## src/rtl/riscv_pkg.sv

```systemverilog
// Shared fetch-stage definitions: widths, reset/nop constants and the fetch FSM state type.
package riscv_pkg;
  localparam int               XLEN         = 32;
  localparam logic [31:0]      NOP_INSTR    = 32'h0000_0013;
  localparam logic [XLEN-1:0]  RESET_PC_DEF = '0;

  typedef enum logic {
    REQ  = 1'b0,
    EXEC = 1'b1
  } fetch_state_t;
endpackage

```

## src/rtl/instr_fetch_unit_if.sv

```systemverilog
// Instruction-memory request/ready bus between the fetch unit (master) and the I-side memory (slave).
interface instr_fetch_unit_if #(
  parameter int AW = riscv_pkg::XLEN
);
  logic          req;
  logic [AW-1:0] addr;
  logic          ready;
  logic [31:0]   rdata;

  modport master (output req, addr, input ready, rdata);
  modport slave  (input req, addr, output ready, rdata);
endinterface

```

## src/rtl/pc_register.sv

```systemverilog
// Program counter with synchronous reset, load enable and the sequential/redirect next-PC select.
module pc_register #(
  parameter int              XLEN     = riscv_pkg::XLEN,
  parameter logic [XLEN-1:0] RESET_PC = riscv_pkg::RESET_PC_DEF
) (
  input  logic            clk,
  input  logic            reset,
  input  logic            load_en,
  input  logic            pc_src,
  input  logic [XLEN-1:0] pc_target,
  output logic [XLEN-1:0] pc,
  output logic [XLEN-1:0] pc_plus4
);
  logic [XLEN-1:0] pc_next;

  // Targets are word aligned: the two low bits of the target are cleared.
  assign pc_plus4 = pc + XLEN'(4);
  assign pc_next  = pc_src ? (pc_target & ~XLEN'(3)) : pc_plus4;

  always_ff @(posedge clk) begin
    if (reset)        pc <= RESET_PC;
    else if (load_en) pc <= pc_next;
  end
endmodule

```

## src/rtl/instr_fetch_unit.sv

```systemverilog
// Single-outstanding fetch stage: requests Instr at PC, holds it while it executes, then advances PC.
module instr_fetch_unit #(
  parameter int              XLEN     = riscv_pkg::XLEN,
  parameter logic [XLEN-1:0] RESET_PC = riscv_pkg::RESET_PC_DEF
) (
  input  logic                      clk,
  input  logic                      reset,
  input  logic                      PCSrc,
  input  logic [XLEN-1:0]           PCTarget,
  input  logic                      stall,
  instr_fetch_unit_if.master        imem,
  output logic [31:0]               Instr,
  output logic [XLEN-1:0]           PC,
  output logic [XLEN-1:0]           PCPlus4,
  output logic                      instr_valid,
  output logic [31:0]               instret
);
  import riscv_pkg::*;

  fetch_state_t state_q, state_d;
  logic         rst_hold_q;
  logic         fetch_done;
  logic         retire;

  pc_register #(
    .XLEN     (XLEN),
    .RESET_PC (RESET_PC)
  ) u_pc (
    .clk       (clk),
    .reset     (reset),
    .load_en   (retire),
    .pc_src    (PCSrc),
    .pc_target (PCTarget),
    .pc        (PC),
    .pc_plus4  (PCPlus4)
  );

  // Keeps imem_req low for the first cycle after reset so an abandoned transfer is seen as dropped.
  always_ff @(posedge clk) begin
    rst_hold_q <= reset;
  end

  always_ff @(posedge clk) begin
    if (reset) state_q <= REQ;
    else       state_q <= state_d;
  end

  always_comb begin
    state_d = state_q;
    case (state_q)
      REQ:     if (fetch_done) state_d = EXEC;
      EXEC:    if (!stall)     state_d = REQ;
      default: state_d = REQ;
    endcase
  end

  always_comb begin
    imem.req    = 1'b0;
    instr_valid = 1'b0;
    case (state_q)
      REQ:     imem.req    = ~rst_hold_q;
      EXEC:    instr_valid = 1'b1;
      default: imem.req    = 1'b0;
    endcase
  end

  assign imem.addr  = PC;
  assign fetch_done = imem.req & imem.ready;
  assign retire     = instr_valid & ~stall;

  always_ff @(posedge clk) begin
    if (reset)           Instr <= NOP_INSTR;
    else if (fetch_done) Instr <= imem.rdata;
  end

  always_ff @(posedge clk) begin
    if (reset)       instret <= '0;
    else if (retire) instret <= instret + 32'd1;
  end
endmodule

```

## src/flat_wrapper.sv

```systemverilog
// flat-port wrapper written by rule: the top's interface ports become plain ports
module instr_fetch_unit_flat import riscv_pkg::*;
#(
  parameter int              XLEN     = riscv_pkg::XLEN,
  parameter logic [XLEN-1:0] RESET_PC = riscv_pkg::RESET_PC_DEF
)
  (clk, reset, PCSrc, PCTarget, stall, Instr, PC, PCPlus4, instr_valid, instret, imem_req, imem_addr, imem_ready, imem_rdata);
  instr_fetch_unit_if #(.AW(32)) imem_i ();
  input  logic clk;
  input  logic reset;
  input  logic PCSrc;
  input  logic [XLEN-1:0] PCTarget;
  input  logic stall;
  output logic [31:0] Instr;
  output logic [XLEN-1:0] PC;
  output logic [XLEN-1:0] PCPlus4;
  output logic instr_valid;
  output logic [31:0] instret;
  output wire logic [$bits(imem_i.req)-1:0] imem_req;
  output wire logic [$bits(imem_i.addr)-1:0] imem_addr;
  input wire logic [$bits(imem_i.ready)-1:0] imem_ready;
  input wire logic [$bits(imem_i.rdata)-1:0] imem_rdata;
  assign imem_req = imem_i.req;
  assign imem_addr = imem_i.addr;
  assign imem_i.ready = imem_ready;
  assign imem_i.rdata = imem_rdata;
  instr_fetch_unit #(.XLEN(XLEN), .RESET_PC(RESET_PC)) u_core (.clk(clk), .reset(reset), .PCSrc(PCSrc), .PCTarget(PCTarget), .stall(stall), .imem(imem_i), .Instr(Instr), .PC(PC), .PCPlus4(PCPlus4), .instr_valid(instr_valid), .instret(instret));
endmodule
```

## config.mk

```make
export PLATFORM = sky130hd
export DESIGN_NAME = instr_fetch_unit_flat
export DESIGN_NICKNAME = d
export VERILOG_FILES = /design/src/rtl/riscv_pkg.sv /design/src/rtl/instr_fetch_unit_if.sv /design/src/rtl/pc_register.sv /design/src/rtl/instr_fetch_unit.sv /design/src/flat_wrapper.sv
export SDC_FILE = /design/constraint.sdc
export NUM_CORES = 1
export LEC_CHECK = 0
export CAP_MARGIN = 20
export CELL_PAD_IN_SITES_DETAIL_PLACEMENT = 0
export CELL_PAD_IN_SITES_GLOBAL_PLACEMENT = 1
export CORE_ASPECT_RATIO = 1.75
export CORE_MARGIN = 2
export CORE_UTILIZATION = 29
export CTS_BUF_LIST = sky130_fd_sc_hd__clkbuf_16
export CTS_CLUSTER_DIAMETER = 200
export DETAILED_ROUTE_END_ITERATION = 6
export PLACE_DENSITY = 0.86
export SYNTH_ARGS = -nofsm -noshare
export SYNTH_HDL_FRONTEND = slang
export SYNTH_SLANG_ARGS = --single-unit
export TNS_END_PERCENT = 30
```

## constraint.sdc

```tcl
create_clock -name clk -period 2.4 [get_ports clk]
set_input_delay 0.48 -clock clk [delete_from_list [all_inputs] [get_ports clk]]
set_output_delay 0.48 -clock clk [all_outputs]
set_load 0.005 [all_outputs]
```

After elaboration in Yosys (flattened, before gate mapping)
Index checks and enable logic that the tools add are counted.

Bits in registers: 98. Bits of input ports: 69. Output and inout bits: 162. Logic and storage cells: 18.

Add/sub/neg operators: 2. Mux-type cells: 6. Bitwise operators: 5.

Operators by type and width (count): 32-bit by 1-bit adder with 32-bit output, second input constant (1); 32-bit by 3-bit adder with 32-bit output, second input constant (1); 32-bit two-way mux (1); 1-bit two-way mux (4); 1-bit NOT (3); 1-bit AND (2); 1-bit one-hot mux with 2 select lines (1).

Logic depth before layout (Yosys ltp)
Word-level depth: 5. Depth in mapped cells: 7. Mapped depth without buffers: 6.

Modules after synthesis
A second synthesis with hierarchy kept.

Cells, all modules: 657. Area total of the unflattened synthesis: 5321.4 µm².

Modules (own cells, without submodules): instr_fetch_unit (instances 1, cells an instance 352, area each 2940.3 µm², sequential area each 1321.3 µm²); pc_register (instances 1, cells an instance 305, area each 2381.0 µm², sequential area each 600.6 µm²).

Least setup slack after synthesis
Ideal clock, no wire load.

Path type: flip-flop to output port. Start: register u_core.u_pc.pc[6]. End: output port PCPlus4[29]. Arrival time: 1.785 ns. Required time: 1.920 ns. Setup slack: 0.135 ns. Cell stages (with the launch flop): 8. Path buffers: 2. Cells stage by stage: dfxtp_1 buf_2 and4_4 nand3_4 or4b_1 buf_2 nor2_1 xor2_1.

Word-level cells in the longest chain between the ends: 1.

Ends and longest elaborated chain: start: declaration (RTL line pc_register.sv:11) `output logic [XLEN-1:0] pc,`; start signal: assignment (RTL line pc_register.sv:22) `else if (load_en) pc <= pc_next;`; 32-bit by 3-bit adder with 32-bit output (RTL line pc_register.sv:17) `assign pc_plus4 = pc + XLEN'(4);`; end: declaration (RTL line flat_wrapper.sv:16) `output logic [XLEN-1:0] PCPlus4;`.

Every way passes these cells.

Worst setup path in the final report
Start: register u_core.u_pc.pc[20]. End: output port PCPlus4[31].

Same word-level chain as after synthesis.

==> results.py <==
metrics = {
    "logic_synthesis": {
        "ys_types": 57,
        "synth_edf_count": 0,
        "synth_seq_cells": 96,
        "yosysWarnings": 0,
        "yosys-top-cells-area": "dfxtp_1 37%, nand2_1 7.7%, xnor2_1 6.4%",
        "synthMostInstantiatedCell": "nand2_1",
        "ys_top_cells_by_count": "106 x nand2_1, 96 x dfxtp_1, 59 x nor2_1, 55 x a21oi_1, 38 x xnor2_1",
        "synthFlopType": "dfxtp_1",
        "syn_inst": 667,
        "yosysSeqAreaShare": 0.372,
        "syn_avg_cell_area_um2": 7.75,
        "async_reset_ff_frac": 0,
        "synth_top_area_cell": "dfxtp_1",
        "synth_top_area_share": 0.372,
        "netlist_area_mm2": 0.00517,
    },
    "critical_path": {
        "endpoint_kind": "output port",
        "cp_cell_sequence": "nand4_1, buf_4, or4b_4, buf_6, nor2_4, xor2_1, buf_2",
        "max_stage_delay_ns": 0.56,
        "worstRegToRegCells": 11,
        "timing.rr.end": "u_core.u_pc.pc[27]",
        "startpoint": "u_core.u_pc.pc[20]",
        "ff2ff_setup_slack_ns": 0.15,
        "critical_path.slowest_cell": "or4b_4",
        "start_kind": "flip-flop",
        "cp_max_fo": 3,
        "cp.arrival_ns": 2.09,
        "reg2reg_from": "u_core.u_pc.pc[20]",
        "critPathRequiredTime_ns": 1.92,
        "worstSetupPathType": "flip-flop to output port",
    },
    "clock_tree": {
        "cts_tree": "done",
        "cts_hold_buf": 0,
        "clock_latency_ns": 0.34,
        "cts-buffers-inserted": 9,
        "cts_sinks": 96,
        "clkTransAtPathRegs_ns": 0.07,
        "root_buffer": "clkbuf_16",
        "clockBufferDepth": 2,
        "h-tree-depth": 3,
    },
    "sta": {
        "slew_viol_final": 0,
        "period_minus_slack_ns": 2.57,
        "worst_slack_ns": -0.171,
        "skew_ns": 0.0125,
        "fmax_mhz": 389,
        "tns_ns": -1.09,
        "setup-violations-final": 13,
        "fin_crit_sh": 1.07,
        "final_hold_viol_count": 0,
        "rsz0062_at_grt": "yes",
    },
    "run_status": {
        "violations": "setup timing",
        "outcome": "finished with violations",
    },
    "layout": {
        "area_delta_synth_final_pct": 66.0,
        "fill_cells": 1772,
        "fin_util": 0.492,
        "multi_input_area_mm2": 0.00295,
        "fin_cells": 1173,
        "layout-drive-gt1-share": 0.205,
        "nNetsFinal": 1007,
        "stdcell_area_mm2": 0.00858,
        "regArea_mm2": 0.00195,
    },
    "hold_path": {
        "hold_path_startpoint": "u_core.Instr[3]",
        "hold-path-endpoint": "u_core.Instr[3]",
        "hp-class": "flip-flop to flip-flop",
        "hold_path_depth": 2,
    },
    "floorplan": {
        "ioPinCount": 231,
        "start_util": 0.296,
        "dieArea_mm2": 0.0189,
        "die_h_um": 181,
        "num_rows": 64,
        "design.core.area_mm2": 0.0175,
        "fp.dieW_um": 105,
    },
    "global_route": {
        "grt_max_degree": 39,
        "grtUsageTotal": 0.193,
        "overflow": 0,
        "grt_pass1_wl_um": 29400,
        "grt_pass1_vias": 5707,
        "antenna_found_initial": 2,
    },
    "power": {
        "power_density_mw_per_mm2": 413,
        "ir_worst_vdd_v": 0.000310,
        "swShare": 0.259,
        "switching_power_mw": 0.918,
        "p_leak_nw": 3.31,
        "internal-power_mw": 2.63,
        "power_frac_seq": 0.467,
        "finalPower_mw": 3.54,
        "p_comb_frac": 0.134,
        "clkPwrFrac": 0.399,
    },
    "run": {
        "max-cap-violations": 0,
    },
    "routing": {
        "drc": 0,
        "wl_per_cell_um": 15.7,
        "ant_nets": 0,
        "viasPerCell": 4.82,
        "drt_iter0_drc": 176,
        "via_count": 5659,
        "drt-total-wl_um": 18400,
        "firstDrtPassIters": 5,
    },
    "place": {
        "dp_cells": 1122,
        "place_congestion": 0.884,
        "placed_cell_area_mm2": 0.00786,
        "dp_hpwl_um": 13600,
        "io_buffers": 222,
    },
}
[cell families after synthesis]
| group | Yosys count | synth area share |
|---|---|---|
| AND/OR/NAND/NOR | 286 | 0.275 |
| multiplexers | 4 | 0.00799 |
| flip-flops | 96 | 0.372 |
| adder cells (fa/ha/maj) | 2 | 0.00484 |
| XOR/XNOR | 52 | 0.0881 |
| buffers and inverters | 97 | 0.0980 |
| other | 1 | 0.000726 |
| AO/OA/AOI/OAI | 129 | 0.153 |
[critical path, delay by kind of cell (launching register included)]
kind / cells / cell delay, ns
flip-flops: 1 / 0.33
XOR/XNOR: 1 / 0.13
AND/OR/NAND/NOR: 3 / 0.81
buffers and inverters: 3 / 0.47
[cell usage in the layout (no fill, tap or decap), drive strengths merged, types with 3 or more instances in the layout]
master         Yosys  layout
a21o               6       6
a21oi             55      55
a22o               3       3
a22oi              8       8
a31oi              8       8
and2               3       3
and3               8       8
and4               7       7
buf               45     128
clkbuf            36      10
clkdlybuf4s50      0     195
clkinv             0       4
conb               1       6
dfxtp             96      96
dlygate4sd2        0       7
inv               16      18
mux2i              3       3
nand2            106     106
nand2b             4       4
nand3             25      25
nand3b             5       5
nand4             18      18
nor2              59      59
nor2b              5       5
nor3              16      16
nor3b              4       4
nor4              13      13
o211ai             4       4
o21ai             21      21
o31ai              4       4
o32ai              4       4
or3                6       6
or4                3       3
xnor2             38      38
xor2              14      14
[power by group through the flow]
stage / clock network, mW / logic (mW) / registers, mW
floorplan: 0 / 0.181 / 1.70
global placement: 0 / 0.473 / 1.69
detailed placement: 0 / 0.474 / 1.69
CTS: 1.46 / 0.473 / 1.66
global route: 1.52 / 0.516 / 1.66
finish: 1.41 / 0.473 / 1.66
[metal layers]
| layer | up-vias | part of all wire | GRT usage | wire, µm |
|---|---|---|---|---|
| met2 | 167 | 0.55 | 0.368 | 10200 |
| li1 | 2800 | - | - | - |
| met5 | - | 0.00071 | 0 | 13 |
| met4 | 2 | 0.045 | 0.0976 | 826 |
| met3 | 37 | 0.042 | 0.0391 | 766 |
| met1 | 2653 | 0.36 | 0.192 | 6670 |
[final cells by class]
cell class	instances	share of cell area
Multi-Input combinational cell	479	0.343
Tap cell	231	0.0337
Clock inverter	7	0.00758
Inverter	16	0.00700
Clock buffer	9	0.0262
Sequential cell	96	0.227
Timing Repair Buffer	334	0.355
Antenna cell	1	0.000292
[through the flow]
stage	hold WS, ns	setup WS, ns
floorplan	0.453	0.135
global placement	0.441	-0.344
detailed placement	0.445	-0.317
CTS	0.456	-0.234
global route	0.480	-0.247
finish	0.455	-0.171
[flip-flops by register name, indices dropped and copies added (netlist names)]
register           cells
u_core.rst_hold_q      1
u_core.u_pc.pc        30
u_core.state_q         1
u_core.Instr          32
u_core.instret        32
[how the worst max path moves through the flow]
stage	cells after the start	slack [ns]	endpoint
after floorplan	7	0.14	PCPlus4[29]
after global placement	6	-0.34	PCPlus4[21]
after detailed placement	6	-0.32	PCPlus4[19]
after CTS	6	-0.23	PCPlus4[25]
after global routing	7	-0.25	PCPlus4[31]
final	7	-0.17	PCPlus4[31]
[what timing repair did]
| action | CTS | global route |
|---|---|---|
| setup buffers | 32 | 11 |
| setup endpoints to repair | 26 | 23 |
| gates resized for setup | 126 | 14 |
| pin swaps | 20 | 16 |
(Power assumes the default switching activity.)
